## config.mk

```make
export PLATFORM = sky130hd
export DESIGN_NAME = aibcr3aux_osc_divbyn_flat
export DESIGN_NICKNAME = d
export VERILOG_FILES = /design/src/rtl/aibcr3aux_osc_divbyn_pkg.sv /design/src/rtl/aibcr3aux_osc_divbyn_if.sv /design/src/rtl/aibcr3aux_osc_divbyn_prog.sv /design/src/rtl/aibcr3aux_osc_divbyn.sv /design/src/flat_wrapper.sv
export SDC_FILE = /design/constraint.sdc
export NUM_CORES = 1
export LEC_CHECK = 0
export ABC_AREA = 1
export ABC_CLOCK_PERIOD_IN_PS = 3800
export BUFFER_PORTS_ARGS = -buffer_cell sky130_fd_sc_hd__buf_4
export CORE_UTILIZATION = 40
export CTS_BUF_LIST = sky130_fd_sc_hd__clkbuf_8 sky130_fd_sc_hd__clkbuf_16
export CTS_CLUSTER_DIAMETER = 50
export CTS_CLUSTER_SIZE = 24
export DETAILED_ROUTE_END_ITERATION = 12
export PLACE_DENSITY_LB_ADDON = 0.08
export SLEW_MARGIN = 20
export SYNTH_ARGS = -nofsm -noshare
export SYNTH_HDL_FRONTEND = slang
export SYNTH_SLANG_ARGS = --single-unit
```

## constraint.sdc

```tcl
create_clock -name clkin -period 3.8 [get_ports clkin]
set_input_delay 1.14 -clock clkin [delete_from_list [all_inputs] [get_ports clkin]]
set_output_delay 1.14 -clock clkin [all_outputs]
set_load 0.01 [all_outputs]
```

## src/rtl/aibcr3aux_osc_divbyn_pkg.sv

```systemverilog
// Shared constants and helpers for the aux oscillator divider.
package aibcr3aux_osc_pkg;

    localparam int unsigned DIVHP_MIN    = 1;
    localparam int unsigned NUM_TAPS_MAX = 8;

    // Whether the state flops load from the scan chain or run normally.
    typedef enum logic {
        OP_FUNC  = 1'b0,
        OP_SHIFT = 1'b1
    } scan_op_e;

    // Scan chain length: taps, out_prog, prog_cnt, active_hp, div_busy.
    function automatic int unsigned scan_len(input int unsigned num_taps,
                                             input int unsigned cnt_w);
        return num_taps + 1 + 2 * cnt_w + 1;
    endfunction

endpackage

```

## src/rtl/aibcr3aux_osc_divbyn_if.sv

```systemverilog
// Ratio control and status bundle between a clock consumer and the divider.
interface aibcr3aux_osc_divbyn_if #(
    parameter int unsigned CNT_W = 8
);
    logic             div_en;
    logic [CNT_W-1:0] div_hp;
    logic             div_load;
    logic             div_busy;
    logic             div_ack;

    modport master (
        output div_en, div_hp, div_load,
        input  div_busy, div_ack
    );

    modport slave (
        input  div_en, div_hp, div_load,
        output div_busy, div_ack
    );
endinterface

```

## src/rtl/aibcr3aux_osc_divbyn_prog.sv

```systemverilog
// Programmable even-ratio divider with glitch-free ratio change and stop.
module aibcr3aux_osc_divbyn_prog
    import aibcr3aux_osc_pkg::*;
#(
    parameter int unsigned CNT_W = 8
) (
    input  logic               clkin,
    input  logic               por,
    input  logic               div_en,
    input  logic [CNT_W-1:0]   div_hp,
    input  logic               div_load,
    input  logic               shift_en,
    input  logic [2*CNT_W+1:0] scan_d,
    output logic [2*CNT_W+1:0] scan_q,
    output logic               out_prog,
    output logic               div_busy,
    output logic               div_ack
);

    localparam logic [CNT_W-1:0] HP_ONE = CNT_W'(DIVHP_MIN);

    logic [CNT_W-1:0] prog_cnt;
    logic [CNT_W-1:0] active_hp;
    logic [CNT_W-1:0] pending_hp;
    logic [CNT_W-1:0] hp_clamped;
    logic             count_en;
    logic             at_term;
    logic             apply;

    // Chain order within this slice: out_prog first, div_busy last.
    assign scan_q     = {div_busy, active_hp, prog_cnt, out_prog};

    assign hp_clamped = (div_hp < HP_ONE) ? HP_ONE : div_hp;
    // A high phase always runs to completion, even after div_en drops.
    assign count_en   = div_en | out_prog;
    assign at_term    = (prog_cnt == (active_hp - CNT_W'(1)));
    // Ratio swaps only on the falling toggle, so no phase is ever cut short.
    assign apply      = count_en & at_term & out_prog & div_busy;

    // Phase counter, output toggle, pending/active ratio and ack pulse.
    always_ff @(posedge clkin or posedge por) begin
        if (por) begin
            prog_cnt   <= '0;
            out_prog   <= 1'b0;
            active_hp  <= HP_ONE;
            pending_hp <= '0;
            div_busy   <= 1'b0;
            div_ack    <= 1'b0;
        end else if (shift_en) begin
            {div_busy, active_hp, prog_cnt, out_prog} <= scan_d;
            div_ack <= 1'b0;
        end else begin
            div_ack <= apply;
            if (!count_en) begin
                prog_cnt <= '0;
            end else if (at_term) begin
                prog_cnt <= '0;
                out_prog <= ~out_prog;
            end else begin
                prog_cnt <= prog_cnt + CNT_W'(1);
            end
            if (apply) begin
                active_hp <= pending_hp;
            end
            // A load coinciding with apply keeps busy set for the new value.
            if (div_load) begin
                pending_hp <= hp_clamped;
                div_busy   <= 1'b1;
            end else if (apply) begin
                div_busy <= 1'b0;
            end
        end
    end

endmodule

```

## src/rtl/aibcr3aux_osc_divbyn.sv

```systemverilog
// Aux oscillator divider: power-of-two taps, programmable output, scan chain.
module aibcr3aux_osc_divbyn
    import aibcr3aux_osc_pkg::*;
#(
    parameter int unsigned NUM_TAPS = 3,
    parameter int unsigned CNT_W    = 8
) (
    input  logic                         clkin,
    input  logic                         por,
    aibcr3aux_osc_divbyn_if.slave        div_if,
    output logic [NUM_TAPS-1:0]          out_tap,
    output logic                         out_prog,
    input  logic                         scan_mode_n,
    input  logic                         scan_shift_n,
    input  logic                         scan_in,
    output logic                         scan_out
);

    localparam int unsigned CHAIN_LEN = scan_len(NUM_TAPS, CNT_W);
    localparam int unsigned PROG_LEN  = CHAIN_LEN - NUM_TAPS;

    scan_op_e              scan_op;
    logic                  shift_en;
    logic [NUM_TAPS-1:0]   tap_cnt;
    logic [PROG_LEN-1:0]   prog_q;
    logic [CHAIN_LEN-1:0]  chain_q;
    logic [CHAIN_LEN-1:0]  chain_d;

    assign scan_op  = (!scan_mode_n && !scan_shift_n) ? OP_SHIFT : OP_FUNC;
    assign shift_en = (scan_op == OP_SHIFT);

    // Whole chain as one vector: tap_cnt[0] nearest scan_in, div_busy at the end.
    assign chain_q  = {prog_q, tap_cnt};
    assign chain_d  = {chain_q[CHAIN_LEN-2:0], scan_in};
    assign scan_out = chain_q[CHAIN_LEN-1];
    assign out_tap  = tap_cnt;

    // Free-running tap counter, frozen while div_en is low.
    always_ff @(posedge clkin or posedge por) begin
        if (por) begin
            tap_cnt <= '0;
        end else if (shift_en) begin
            tap_cnt <= chain_d[NUM_TAPS-1:0];
        end else if (div_if.div_en) begin
            tap_cnt <= tap_cnt + NUM_TAPS'(1);
        end
    end

    aibcr3aux_osc_divbyn_prog #(
        .CNT_W (CNT_W)
    ) u_prog (
        .clkin    (clkin),
        .por      (por),
        .div_en   (div_if.div_en),
        .div_hp   (div_if.div_hp),
        .div_load (div_if.div_load),
        .shift_en (shift_en),
        .scan_d   (chain_d[CHAIN_LEN-1:NUM_TAPS]),
        .scan_q   (prog_q),
        .out_prog (out_prog),
        .div_busy (div_if.div_busy),
        .div_ack  (div_if.div_ack)
    );

endmodule

```

## src/flat_wrapper.sv

```systemverilog
// flat-port wrapper written by rule: the top's interface ports become plain ports
module aibcr3aux_osc_divbyn_flat import aibcr3aux_osc_pkg::*;
#(
    parameter int unsigned NUM_TAPS = 3,
    parameter int unsigned CNT_W    = 8
)
  (clkin, por, out_tap, out_prog, scan_mode_n, scan_shift_n, scan_in, scan_out, div_if_div_en, div_if_div_hp, div_if_div_load, div_if_div_busy, div_if_div_ack);
  aibcr3aux_osc_divbyn_if #(.CNT_W(CNT_W)) div_if_i ();
  input  logic clkin;
  input  logic por;
  output logic [NUM_TAPS-1:0] out_tap;
  output logic out_prog;
  input  logic scan_mode_n;
  input  logic scan_shift_n;
  input  logic scan_in;
  output logic scan_out;
  input wire logic [$bits(div_if_i.div_en)-1:0] div_if_div_en;
  input wire logic [$bits(div_if_i.div_hp)-1:0] div_if_div_hp;
  input wire logic [$bits(div_if_i.div_load)-1:0] div_if_div_load;
  output wire logic [$bits(div_if_i.div_busy)-1:0] div_if_div_busy;
  output wire logic [$bits(div_if_i.div_ack)-1:0] div_if_div_ack;
  assign div_if_i.div_en = div_if_div_en;
  assign div_if_i.div_hp = div_if_div_hp;
  assign div_if_i.div_load = div_if_div_load;
  assign div_if_div_busy = div_if_i.div_busy;
  assign div_if_div_ack = div_if_i.div_ack;
  aibcr3aux_osc_divbyn #(.NUM_TAPS(NUM_TAPS), .CNT_W(CNT_W)) u_core (.clkin(clkin), .por(por), .div_if(div_if_i), .out_tap(out_tap), .out_prog(out_prog), .scan_mode_n(scan_mode_n), .scan_shift_n(scan_shift_n), .scan_in(scan_in), .scan_out(scan_out));
endmodule
```

==> flow_metrics.env <==
export IMPL_crit_type="input port to flop"
export IMPL_cts_buffers=5
export IMPL_vias_per_cell=4.90
export IMPL_vias=1601
export IMPL_hold_class="flop to flop"
export IMPL_yosysWarnings=0
export IMPL_wirelength_um=3910
export IMPL_nFillCells=444
export IMPL_dr_pass1_iters=4
export IMPL_final_util_pct=49.9
export IMPL_critical_path_max_fanout=24
export IMPL_postCtsHoldBufs=0
export IMPL_rsz0062_at_grt="no"
export IMPL_route_detailed_drc=0
export IMPL_hold_violations=0
export IMPL_grt_overflow=0
export IMPL_startpoint_type="input port"
export IMPL_arrival_ns=2.79
export IMPL_cts_root_buf="clkbuf_8"
export IMPL_grt_pass1_vias=1410
export IMPL_ys_flop_type="dfrtp_1"
export IMPL_avgSynthCellArea_um2=7.05
export IMPL_fin_crit_sh_pct=68.2
export IMPL_ys_top_cells_by_count="nand2_1 (86), inv_1 (33), dfrtp_1 (29), o21ai_0 (29), nand3_1 (20)"
export IMPL_synth_edff_count=0
export IMPL_postCtsSetupRepairBufs=0
export IMPL_drive_gt1_share_pct=14.4
export IMPL_crit_chain="buf_4 > nor2_2 > buf_4 > inv_1 > nand2_1 > inv_1 > nand2_1 > o21ai_0"
export IMPL_crit_path_end_kind="flop"
export IMPL_cts_sinks=30
export IMPL_slew_violations=0
export IMPL_cap_violations=0
export IMPL_antenna_cells=0
export IMPL_design_core_area_um2=4140
export IMPL_die_x_um=68.6
export IMPL_skew_ns=0.00596
export IMPL_p_per_area_nw_per_um2=523
export IMPL_yosys_area_top_type="dfrtp_1"
export IMPL_fin_crit_ns=2.59
export IMPL_setup_viol=0
export IMPL_fmax_ghz=0.386
export IMPL_htreeDepth=2
export IMPL_track_usage_pct=19.9
export IMPL_static_leakage_power_nw=1.09
export IMPL_outcome="finished, final reports clean"
export IMPL_antenna_found_initial=0
export IMPL_die_y_um=68.6
export IMPL_start_util_pct=42.9
export IMPL_clock_path_buffers=2
export IMPL_synth_area_top_cells="dfrtp_1 (41%), nand2_1 (18%), o21ai_0 (8.2%)"
export IMPL_irDropWorstVdd_mv=0.261
export IMPL_dieArea_um2=4710
export IMPL_synth_nets=270
export IMPL_ys_seq_elements=30
export IMPL_stdcell_area_um2=2070
export IMPL_grt_max_degree=31
export IMPL_grt_pass1_wl_um=6680
export IMPL_worstMarginPinSlew_ns=0.724
export IMPL_cts_tree="yes"
export IMPL_synth_top_area_share_pct=40.8
export IMPL_drt_iter0_markers=112
export IMPL_fin_nets=294
export IMPL_synth_distinct_cells=27
export IMPL_antenna_left=0
export IMPL_slowest_stage="inv_1"
export IMPL_synthToLayoutAreaGrowth_pct=16.3
export IMPL_cpPeakStageDelay_ns=0.56
export IMPL_wl_per_cell_um=11.9
export IMPL_async_reset_ff_share_pct=100
export IMPL_portBuffers=21
export IMPL_io_pins=22
export IMPL_syn_inst=252
export IMPL_gp_congestion=0.801
export IMPL_critical_path_top_delay_family="buffers and inverters"
export IMPL_tns_ns=0
export IMPL_critPathRequiredTime_ns=4.00
export IMPL_insertion_delay_ns=0.28
export IMPL_placed_area_um2=1980
export IMPL_synth_most_common_cell="nand2_1"
export IMPL_synth_area_um2=1780
export IMPL_ys_seq_area_share_pct=42.3
export IMPL_cp_num_buf_inv=4
export IMPL_cts_resized=0
export IMPL_rows=23
export IMPL_path_clk_slew_ns=0.06
export IMPL_relSlewSlack_pct=51.7
export IMPL_hpwlAfterDp_um=2900
-- path summary, 6_finish.rpt --
kind	start	end	slack [ns]	cells after the start
worst max-delay path	scan_shift_n	u_core.u_prog.pending_hp[4]	1.21	8
worst min-delay path	u_core.u_prog.pending_hp[1]	u_core.u_prog.pending_hp[1]	0.48	2
worst max register to register	u_core.u_prog.active_hp[0]	u_core.u_prog.active_hp[6]	1.57	13
worst min register to register	u_core.u_prog.pending_hp[1]	u_core.u_prog.pending_hp[1]	0.48	2
max in group asynchronous	por	u_core.u_prog.active_hp[0]	2.54	3
min in group asynchronous	por	u_core.u_prog.active_hp[5]	0.94	3
-- cell type report --
class | count | area (um^2) | area share, %
clock buffers | 6 | 82.6 | 4.00
clock inverters | 2 | 7.51 | 0.363
inverters | 36 | 135 | 6.54
multi-input cells | 180 | 855 | 41.3
flip-flops and latches | 30 | 752 | 36.4
well taps | 50 | 62.6 | 3.03
repair buffers | 23 | 173 | 8.35
-- metrics by stage --
stage          std cells  setup slack, ns  total power [W]  hold slack [ns]
6_report             327             1.21          0.00108            0.485
5_1_grt              327            0.992          0.00118            0.519
4_1_cts              327             1.18          0.00109            0.491
3_5_place_dp         319            0.907         0.000832            0.476
3_3_place_gp         319            0.935         0.000832            0.474
2_1_floorplan        252             1.75         0.000720            0.453
-- report_power, final --
part	switching (W)	internal [W]	leakage [nW]
Combinational	0.000207	0.000147	0.663
Clock	0.000113	0.000142	0.0538
Sequential	0.0000842	0.000387	0.376
-- sequential cells by signal, indices dropped and copies added, names as in the netlist --
name,flops
u_core.out_tap,3
u_core.u_prog.div_busy,1
u_core.u_prog.pending_hp,8
u_core.u_prog.div_ack,1
u_core.u_prog.out_prog,1
u_core.u_prog.active_hp,8
u_core.u_prog.prog_cnt,8
-- logic make-up (layout without fill, tap and decap cells) --
| family | after synthesis | after routing | synth area share (%) |
|---|---|---|---|
| adder cells (fa/ha/maj) | 3 | 3 | 2.11 |
| AND/OR/NAND/NOR | 135 | 135 | 32.3 |
| AO/OA/AOI/OAI | 36 | 36 | 10.8 |
| XOR/XNOR | 6 | 6 | 2.96 |
| flip-flops | 30 | 30 | 42.3 |
| buffers and inverters | 42 | 67 | 9.58 |
-- worst min-delay path, cell delays in order (launching register included) --
cell	delay, ns
dfrtp_1	0.34
nand2_1	0.05
o21ai_0	0.06
-- routing by layer --
metal  part of all wire (%)  track usage [%]
met1                     50             28.0
met2                     46             29.2
met3                    3.0             3.62
met4                    1.5             9.64
met5                      0                0
-- cells in the final DEF, fill, tap and decap left out, types with 2 or more instances in the layout --
master and n:
xor2_1 4, nor2_1 16, inv_2 3, xnor2_1 2
clkbuf_8 6, a21oi_1 2, buf_4 23, o21ai_0 29
nand2_1 86, nand3_1 20, inv_1 35, nand4_1 4
dfrtp_1 29, ha_1 3, nand2_2 2, nand3_2 2
nor2_2 3
Power figures use the tool's default switching activity.
